===== config.mk =====
export PLATFORM = sky130hd
export DESIGN_NAME = fnorm_seq_flat
export DESIGN_NICKNAME = d
export VERILOG_FILES = /design/src/rtl/fnorm_seq_if.sv /design/src/rtl/fnorm_seq.sv /design/src/flat_wrapper.sv
export SDC_FILE = /design/constraint.sdc
export NUM_CORES = 1
export LEC_CHECK = 0
export CAP_MARGIN = 10
export CORE_ASPECT_RATIO = 0.7
export CORE_MARGIN = 2
export CORE_UTILIZATION = 45
export CTS_BUF_LIST = sky130_fd_sc_hd__clkbuf_16
export CTS_CLUSTER_SIZE = 24
export DETAILED_ROUTE_END_ITERATION = 12
export PLACE_DENSITY_LB_ADDON = 0.05
export SYNTH_ARGS = -nofsm -noshare
export SYNTH_HDL_FRONTEND = slang
export SYNTH_SLANG_ARGS = --single-unit

===== constraint.sdc =====
create_clock -name clk -period 4.46 [get_ports clk]
set_input_delay 0.892 -clock clk [delete_from_list [all_inputs] [get_ports clk]]
set_output_delay 0.892 -clock clk [all_outputs]
set_load 0.1 [all_outputs]

===== src/rtl/fnorm_seq_if.sv =====
// Handshake bundle for fnorm_seq: the input word with its valid/ready pair,
// and the output word with its valid/ready pair.
interface fnorm_seq_if;
  logic        in_valid;
  logic        in_ready;
  logic        in_sign;
  logic [7:0]  in_exp;
  logic [23:0] in_mant;
  logic        out_valid;
  logic        out_ready;
  logic [31:0] out_word;

  modport master (
    output in_valid, in_sign, in_exp, in_mant, out_ready,
    input  in_ready, out_valid, out_word
  );

  modport slave (
    input  in_valid, in_sign, in_exp, in_mant, out_ready,
    output in_ready, out_valid, out_word
  );
endinterface


===== src/rtl/fnorm_seq.sv =====
// Sequential single-precision normalizer: shifts the mantissa left one bit per clock.
// Build option FNORM_FLUSH_EN: underflow termination emits signed zero instead of a denormal.
module fnorm_seq (
  input  logic          clk,
  input  logic          rst_n,
  fnorm_seq_if.slave    bus,
  output logic [1:0]    dbg_state
);

  // Handshake: a word moves on a rising edge only when valid and ready are both
  // high; in_ready is high only in IDLE, out_valid only in DONE.
  typedef enum logic [1:0] {
    IDLE  = 2'd0,
    SHIFT = 2'd1,
    DONE  = 2'd2
  } state_t;

  state_t      state, state_nxt;
  logic        s, s_nxt;
  logic [7:0]  e, e_nxt;
  logic [23:0] m, m_nxt;
  logic [31:0] word, word_nxt;
  logic [31:0] uflow_word;

`ifdef FNORM_FLUSH_EN
  assign uflow_word = {s, 31'b0};
`else
  assign uflow_word = {s, 8'h00, m[22:0]};
`endif

  always_ff @(posedge clk or negedge rst_n) begin
    if (!rst_n) begin
      state <= IDLE;
      s     <= 1'b0;
      e     <= 8'h00;
      m     <= 24'h000000;
      word  <= 32'h00000000;
    end else begin
      state <= state_nxt;
      s     <= s_nxt;
      e     <= e_nxt;
      m     <= m_nxt;
      word  <= word_nxt;
    end
  end

  always_comb begin
    state_nxt = state;
    s_nxt     = s;
    e_nxt     = e;
    m_nxt     = m;
    word_nxt  = word;
    case (state)
      IDLE: begin
        if (bus.in_valid) begin
          s_nxt     = bus.in_sign;
          e_nxt     = bus.in_exp;
          m_nxt     = bus.in_mant;
          state_nxt = SHIFT;
        end
      end
      SHIFT: begin
        // Priority order matters: a special exponent wins over a zero mantissa.
        if (e == 8'hFF) begin
          word_nxt  = {s, e, m[22:0]};
          state_nxt = DONE;
        end else if (m == 24'h000000) begin
          word_nxt  = {s, 31'b0};
          state_nxt = DONE;
        end else if (m[23]) begin
          word_nxt  = {s, e, m[22:0]};
          state_nxt = DONE;
        end else if (e <= 8'd1) begin
          word_nxt  = uflow_word;
          state_nxt = DONE;
        end else begin
          m_nxt = {m[22:0], 1'b0};
          e_nxt = e - 8'd1;
        end
      end
      DONE: begin
        if (bus.out_ready) state_nxt = IDLE;
      end
      default: state_nxt = IDLE;
    endcase
  end

  assign bus.in_ready  = (state == IDLE);
  assign bus.out_valid = (state == DONE);
  assign bus.out_word  = word;
  assign dbg_state     = state;

endmodule

===== src/flat_wrapper.sv =====
// flat-port wrapper written by rule: the top's interface ports become plain ports
module fnorm_seq_flat 
  (clk, rst_n, dbg_state, bus_in_valid, bus_in_sign, bus_in_exp, bus_in_mant, bus_out_ready, bus_in_ready, bus_out_valid, bus_out_word);
  fnorm_seq_if bus_i ();
  input  logic clk;
  input  logic rst_n;
  output logic [1:0] dbg_state;
  input wire logic [$bits(bus_i.in_valid)-1:0] bus_in_valid;
  input wire logic [$bits(bus_i.in_sign)-1:0] bus_in_sign;
  input wire logic [$bits(bus_i.in_exp)-1:0] bus_in_exp;
  input wire logic [$bits(bus_i.in_mant)-1:0] bus_in_mant;
  input wire logic [$bits(bus_i.out_ready)-1:0] bus_out_ready;
  output wire logic [$bits(bus_i.in_ready)-1:0] bus_in_ready;
  output wire logic [$bits(bus_i.out_valid)-1:0] bus_out_valid;
  output wire logic [$bits(bus_i.out_word)-1:0] bus_out_word;
  assign bus_i.in_valid = bus_in_valid;
  assign bus_i.in_sign = bus_in_sign;
  assign bus_i.in_exp = bus_in_exp;
  assign bus_i.in_mant = bus_in_mant;
  assign bus_i.out_ready = bus_out_ready;
  assign bus_in_ready = bus_i.in_ready;
  assign bus_out_valid = bus_i.out_valid;
  assign bus_out_word = bus_i.out_word;
  fnorm_seq u_core (.clk(clk), .rst_n(rst_n), .bus(bus_i), .dbg_state(dbg_state));
endmodule

==> flow_summary.json <==
{
  "endpoint_kind": "output port",
  "cts_resized": 0,
  "critical_path_class": "reg -> out",
  "layout_commonest_cell": "clkdlybuf4s50_1",
  "startpoint_type": "flop",
  "mostFrequentLayoutCells": "clkdlybuf4s50_1, dfrtp_1, nor2_1",
  "vias": 2304,
  "die_h_um": 73.4,
  "grt_max_degree": 64,
  "finalCritPeriodShare_pct": 67.8,
  "tightest_slew_ns": 1.11,
  "min_path_type": "reg -> reg",
  "cts_tree": "done",
  "grt_pass1_vias": 2155,
  "fin_setup_tns_ns": 0,
  "cts_buffers": 9,
  "grt-ovfl-total": 0,
  "worstPathMaxFanout": 5,
  "antenna_cells": 0,
  "ios": 73,
  "die_x_um": 103,
  "gr-usage-all-layers_pct": 20.3,
  "yosys.cell_types.count": 36,
  "numPortBuffers": 72,
  "post_cts_buffers": 0,
  "dp_hpwl_um": 4630,
  "cp_slowest_cell": "clkdlybuf4s50_1",
  "hp-start": "u_core.bus.out_word[28]$_DFFE_PN0P_",
  "crit_buf_inv": 1,
  "drcViolationCount": 0,
  "fillCellCount": 599,
  "syn_nets": 306,
  "postCtsHoldBufs": 0,
  "rsz0062_at_grt": "no",
  "cap_violations": 0,
  "instances_no_fill": 434,
  "r2r_slack_ns": 1.83,
  "gp_congestion": 0.774,
  "multiInputGateArea_um2": 1260,
  "start_util_pct": 46.3,
  "fp.dieArea_um2": 7570,
  "synth-seq-cells": 67,
  "fin_ws_ns": 1.44,
  "place_inst": 418,
  "drt-total-wl_um": 7070,
  "clock-sinks": 67,
  "yosys-top-cells-area": "dfrtp_1, mux2_4, a22oi_1, a21oi_1, nor2_1",
  "outcome": "finished clean",
  "path_depth": 2,
  "min_period_ns": 3.02,
  "setup_violations": 0,
  "synth_area_per_cell_um2": 11.6,
  "layout-drive-gt1-share_pct": 16.2,
  "slew_headroom_pct": 25.7,
  "ys_warn_count": 0,
  "root_buffer": "clkbuf_16",
  "grt_antenna_before_repair": 0,
  "regArea_um2": 1680,
  "r2r-end": "u_core.e[3]$_DFFE_PN0P_",
  "core-area_um2": 6690,
  "synth_top_cell_by_area": "dfrtp_1",
  "cp-endpoint": "bus_in_ready",
  "clock_latency_ns": 0.33,
  "drt_first_iter_violations": 130,
  "clockBufferDepth": 2,
  "clkTransAtPathRegs_ns": 0.05,
  "crit_family": "buffers and inverters",
  "htreeDepth": 3,
  "drv_slew": 0,
  "crit_chain": "nor2_1 -> clkdlybuf4s50_1",
  "worst-endpoint-required_ns": 3.57,
  "hold_viol": 0,
  "final_nets": 375,
  "synth_cells": 266,
  "std_cell_rows": 25,
  "drtAntennaViolNets": 0,
  "crit_start": "u_core.dbg_state[0]$_DFFE_PN0P_",
  "dr.pass1.iters": 4,
  "yosysSeqAreaShare_pct": 54.1,
  "fmax_mhz": 331,
  "wl_per_cell_um": 16.3,
  "cpPeakStageDelay_ns": 1.18,
  "r2r_start": "u_core.e[0]$_DFFE_PN0P_",
  "skew_ns": 0.00413,
  "yosysTopAreaCellShare_pct": 54.1,
  "area_growth_pct": 31.6,
  "avgViaCountPerCell": 5.31,
  "grt_pass1_wl_um": 11400,
  "synth_area_um2": 3100,
  "pre_cts_ws_ns": 1.77,
  "r2r_cells": 9,
  "worst_ep_arrival_time_ns": 2.13
}
worst min path at each step:
stage | to | slack, ns | depth (start not counted)
after floorplan | u_core.bus.out_word[31]$_DFFE_PN0P_ | 0.48 | 1
after global placement | u_core.bus.out_word[31]$_DFFE_PN0P_ | 0.48 | 1
after detailed placement | u_core.bus.out_word[25]$_DFFE_PN0P_ | 0.49 | 1
after CTS | u_core.bus.out_word[28]$_DFFE_PN0P_ | 0.51 | 1
after global routing | u_core.bus.out_word[31]$_DFFE_PN0P_ | 0.52 | 1
final | u_core.bus.out_word[28]$_DFFE_PN0P_ | 0.50 | 1
cells in the mapped netlist (all sizes together):
library cell and count:
dfrtp 67, a21oi 35, nor2 31, mux2 25, a22oi 22, buf 14
nand2 12, a22o 9, nor4 6, inv 5, nand3 5, o21ai 5
clkbuf 4, o22ai 4, ha 3, nand2b 3, or3 3, a41oi 2
nand4 2, a31oi 1, and2 1, and4 1, nor2b 1, o211ai 1
o2bb2ai 1, o31ai 1, or2 1, or3b 1
sequential cells by signal (all words and copies together), names as in the netlist:
register             cells
u_core.s                 1
u_core.dbg_state         2
u_core.bus.out_word     32
u_core.e                 8
u_core.m                24
worst register-to-register path: stages, from the launching register on:
cell,delay [ns]
dfrtp_1,0.41
inv_1,0.10
ha_1,0.25
or2_1,0.23
a41oi_1,0.24
and2_1,0.16
buf_4,0.27
a22o_4,0.58
a21oi_1,0.15
a21oi_1,0.15
logic make-up after synthesis:
group / Yosys count / synth area share [%]
multiplexers: 25 / 11.4
AO/OA/AOI/OAI: 81 / 17.9
adder cells (fa/ha/maj): 3 / 1.21
AND/OR/NAND/NOR: 67 / 10.2
flip-flops: 67 / 54.1
buffers and inverters: 23 / 5.25
through the flow:
step | hold slack (ns) | cell area, um2 | util (%)
global placement | 0.483 | 3820 | 57.0
CTS | 0.506 | 4080 | 60.9
global route | 0.517 | 4080 | 60.9
detailed placement | 0.491 | 3820 | 57.0
floorplan | 0.476 | 3100 | -
finish | 0.499 | 4080 | 60.9
area by class of cell:
class                           instances  area share, %
Multi-Input combinational cell        176           30.9
Tap cell                               94           2.88
Timing Repair Buffer                   76           18.3
Clock buffer                            9           5.52
Sequential cell                        67           41.1
Clock inverter                          7          0.859
Inverter                                5          0.460
per-layer routing:
metal	wire, um	share of wire, %	vias to the layer above	GRT usage [%]
met5	0	0	-	0
met4	44	0.62	0	5.26
met3	402	5.7	5	6.57
met2	2880	41	74	25.8
met1	3750	53	1118	32.7
li1	-	-	1107	-
Power is left out: the tool's default activity adds up to more than one toggle a clock period on the data nets, which glitch-free logic cannot reach.
==> patch 1, RTL diff (same flow settings) <==
Make the reset (`rst_n`) synchronous in one clocked block.
--- a/src/rtl/fnorm_seq.sv
+++ b/src/rtl/fnorm_seq.sv
@@ -30,3 +30,3 @@
 
-  always_ff @(posedge clk or negedge rst_n) begin
+  always_ff @(posedge clk) begin
     if (!rst_n) begin
Check against the original RTL: differs if rst_n is asserted again (counterexample within 4 cycles, from zero or initial values and one cycle with rst_n low); with rst_n held inactive, the same outputs for 4 cycles.
==> patch 1 against the original RTL <==
  * Worst setup slack improved by 0.011 ns
  * Wire length increased by 7.4%
  * Sequential cell count unchanged
  * Area after synthesis decreased by 6.3%
  * Design area decreased by 4.2%
  * Die area decreased by 6.0%
  * Critical endpoint is now bus_out_valid
  * Largest cell class is now multi-input gates
==> patch 1: results <==
{
  "layout-drive-gt1-share_pct": 6.97,
  "globalplace.congestion": 0.825,
  "reg2reg_from": "u_core.e[0]",
  "synthXorXnorAreaFrac_pct": 0.302,
  "wl_met1_um": 3950,
  "dr.first_iter.drc_count": 224,
  "endpoint": "bus_out_valid",
  "grt_max_degree": 50,
  "timing.slew.headroom_pct": 28.6,
  "first_global_vias": 2582,
  "grtUsageMet3_pct": 6.72,
  "wl_per_cell_um": 15.8,
  "grt_pass1_wl_um": 12800,
  "synth_common_cells": "dfxtp_1, nand3_1, o21ai_0",
  "num-nets-final": 437,
  "post-place-ws_ns": 1.60,
  "run_status": "completed",
  "wl_met3_um": 582,
  "min_to": "u_core.bus.out_word[31]",
  "gr-usage-met1_pct": 34.8,
  "rr_endpoint": "u_core.bus.out_word[25]",
  "track_usage_pct": 22.7,
  "ys.flop_type": "dfxtp_1",
  "synth.yosys.seq_area_share_pct": 46.2,
  "hold_path_startpoint": "u_core.s",
  "synth_cell_types": 42,
  "setup_ws_ns": 1.45,
  "synthAdderAreaFrac_pct": 1.29,
  "skew_ns": 0.00687,
  "syn-num-nets": 379,
  "synthMuxAreaShare_pct": 1.03,
  "async_flop_share_pct": 0,
  "netlist_top_cells_area": "dfxtp_1, nand3_1, o21ai_0, a22o_1, nand2_1",
  "avgViaCountPerCell": 5.75,
  "route.met2.wl_um": 2990,
  "vias": 2758,
  "dp_cells": 464,
  "place_hpwl_um": 5110,
  "crit_start": "u_core.dbg_state[1]",
  "synth_compound_area_share_pct": 25.3
}
==> patch 1: cell count changes after synthesis, moves of 22 or more <==
| cell | unedited run | this run |
|---|---|---|
| a22oi_1 | 22 | 0 |
| a21oi_1 | 29 | 6 |
| dfxtp_1 | 0 | 67 |
| dfrtp_1 | 67 | 0 |
| nand3_1 | 5 | 53 |
| nand2_1 | 11 | 39 |
| o21ai_0 | 4 | 51 |
==> patch 1: layout make-up <==
cell class                 instances  area (µm²)
multi-input combinational        238        1410
clock buffer                       9         225
tap                               78        97.6
timing repair buffer              78         761
inverter                           3        11.3
sequential                        67        1340
clock inverter                     7        60.1
fill                             569        2340
==> patch 1: stage by stage <==
stage               utilization [%]  cell area (µm²)  hold WS, ns  power [mW]
floorplan                         -             2900        0.429        1.20
global placement               58.0             3620        0.443        1.33
detailed placement             58.0             3620        0.443        1.33
CTS                            62.5             3910        0.451        2.02
global route                   62.5             3910        0.487        2.11
finish                         62.5             3910        0.451        2.00
==> patch 2, RTL diff (same settings) <==
Without the edit above. Build with the macro `FNORM_FLUSH_EN` defined.
--- a/src/rtl/fnorm_seq.sv
+++ b/src/rtl/fnorm_seq.sv
@@ -2,2 +2,4 @@
 // Build option FNORM_FLUSH_EN: underflow termination emits signed zero instead of a denormal.
+`define FNORM_FLUSH_EN
+
 module fnorm_seq (
Behaviour: not the same (a bounded check fails within 4 cycles, from zero or initial values and one cycle with rst_n low).
==> patch 2 against the original RTL <==
  * Wire length grew 3.6%
  * Largest cell class unchanged
  * Global-route usage rose by 1.7 points
  * Core utilization grew 2.7 points
  * Sequential cell count stayed put
  * Area after synthesis decreased by 5.1%
  * Critical endpoint unchanged
  * Design area fell by 2.0%
  * Worst setup slack lost 0.16 ns
  * Highest routed layer unchanged
  * Count of clock-buffer cells in the layout is the same
  * Clock skew increased by 0.00072 ns
  * Die area is 4.9% lower
Power is not shown: default switching activity piles up to over one toggle a cycle in this logic, so the estimate is an artifact.
==> patch 2: results <==
{
  "run_status": "completed",
  "rr_endpoint": "u_core.bus.out_word[31]",
  "holdWs_ns": 0.494,
  "diodes": 0,
  "netlist_top_cells_area": "dfrtp_1, a22o_1, a21oi_1, a22oi_1, nor2_1",
  "skew_ns": 0.00485,
  "hold_path_startpoint": "u_core.bus.out_word[29]",
  "post-place-ws_ns": 1.65,
  "place_hpwl_um": 4890,
  "min_path_cells": 1,
  "final_cells": 419,
  "synth_common_cells": "dfrtp_1, a21oi_1, a22o_1",
  "synth_area_per_cell_um2": 10.9,
  "crit_arrival_ns": 2.29,
  "synth_cell_types": 33,
  "reg2reg_depth": 8,
  "clk_pin_slew_ns": 0.05,
  "globalplace.congestion": 0.815,
  "placed_cell_area_um2": 3650,
  "dp_cells": 403,
  "grt_pass1_wl_um": 12000,
  "cp_max_fo": 5,
  "num-nets-final": 376,
  "wl_per_cell_um": 17.5,
  "synth.yosys.seq_area_share_pct": 57.0,
  "syn-num-nets": 309,
  "largest_register_ffs": 32,
  "ctsResizeCount": 0,
  "min_to": "u_core.bus.out_word[29]",
  "ctsHoldBuffers": 0,
  "rrSetupSlack_ns": 1.70,
  "dr.first_iter.drc_count": 221,
  "vias": 2411,
  "first_global_vias": 2285,
  "track_usage_pct": 22.1,
  "timing.slew.headroom_pct": 26.4,
  "first_pass_iters": 5,
  "layout-drive-gt1-share_pct": 8.21
}
-- patch 2: changes by cell type after synthesis --
cell	delta
nand2_1	+1
mux2_4	-19
mux2_2	-4
a22o_1	+23
buf_6	-2
nand2_2	-1
nand3_1	+1
o22ai_1	-1
o21ai_1	+1
a21oi_2	-6
clkbuf_1	+5
a21oi_1	+6
inv_1	-1
-- patch 2: critical path: stages, from the launching register on --
cell and delay (ns):
dfrtp_1 0.42, nor2_1 0.33, clkdlybuf4s50_1 1.21
-- patch 2: how the worst max path moves through the flow --
stage	from	endpoint	slack, ns	cells after the start
floorplan	u_core.dbg_state[1]	bus_in_ready	1.28	1
detailed placement	u_core.dbg_state[0]	bus_in_ready	1.65	2
global placement	u_core.dbg_state[0]	bus_in_ready	1.70	2
CTS	u_core.dbg_state[0]	bus_in_ready	1.27	2
finish	u_core.dbg_state[0]	bus_in_ready	1.28	2
global route	u_core.dbg_state[0]	bus_in_ready	1.22	2
-- patch 2: per-layer routing --
layer	vias to the layer above	GRT usage, %	share of wire (%)
met5	-	0	0
met4	0	6.85	1.6
met3	14	8.00	6.2
met2	102	29.2	42
met1	1157	33.6	50
li1	1138	-	-
-- patch 2: final cells by class --
cell class | count | area [µm²]
repair buffers | 77 | 753
clock buffers | 9 | 225
inverters | 4 | 15.0
clock inverters | 7 | 116
flip-flops and latches | 67 | 1680
multi-input cells | 177 | 1110
fillers | 519 | 2280
well taps | 78 | 97.6
-- patch 2: kinds of logic after synthesis --
family / share of synthesized area (%)
AO/OA/AOI/OAI: 24.9
adder cells (fa/ha/maj): 1.28
buffers and inverters: 5.28
flip-flops: 57.0
multiplexers: 0.766
AND/OR/NAND/NOR: 10.8
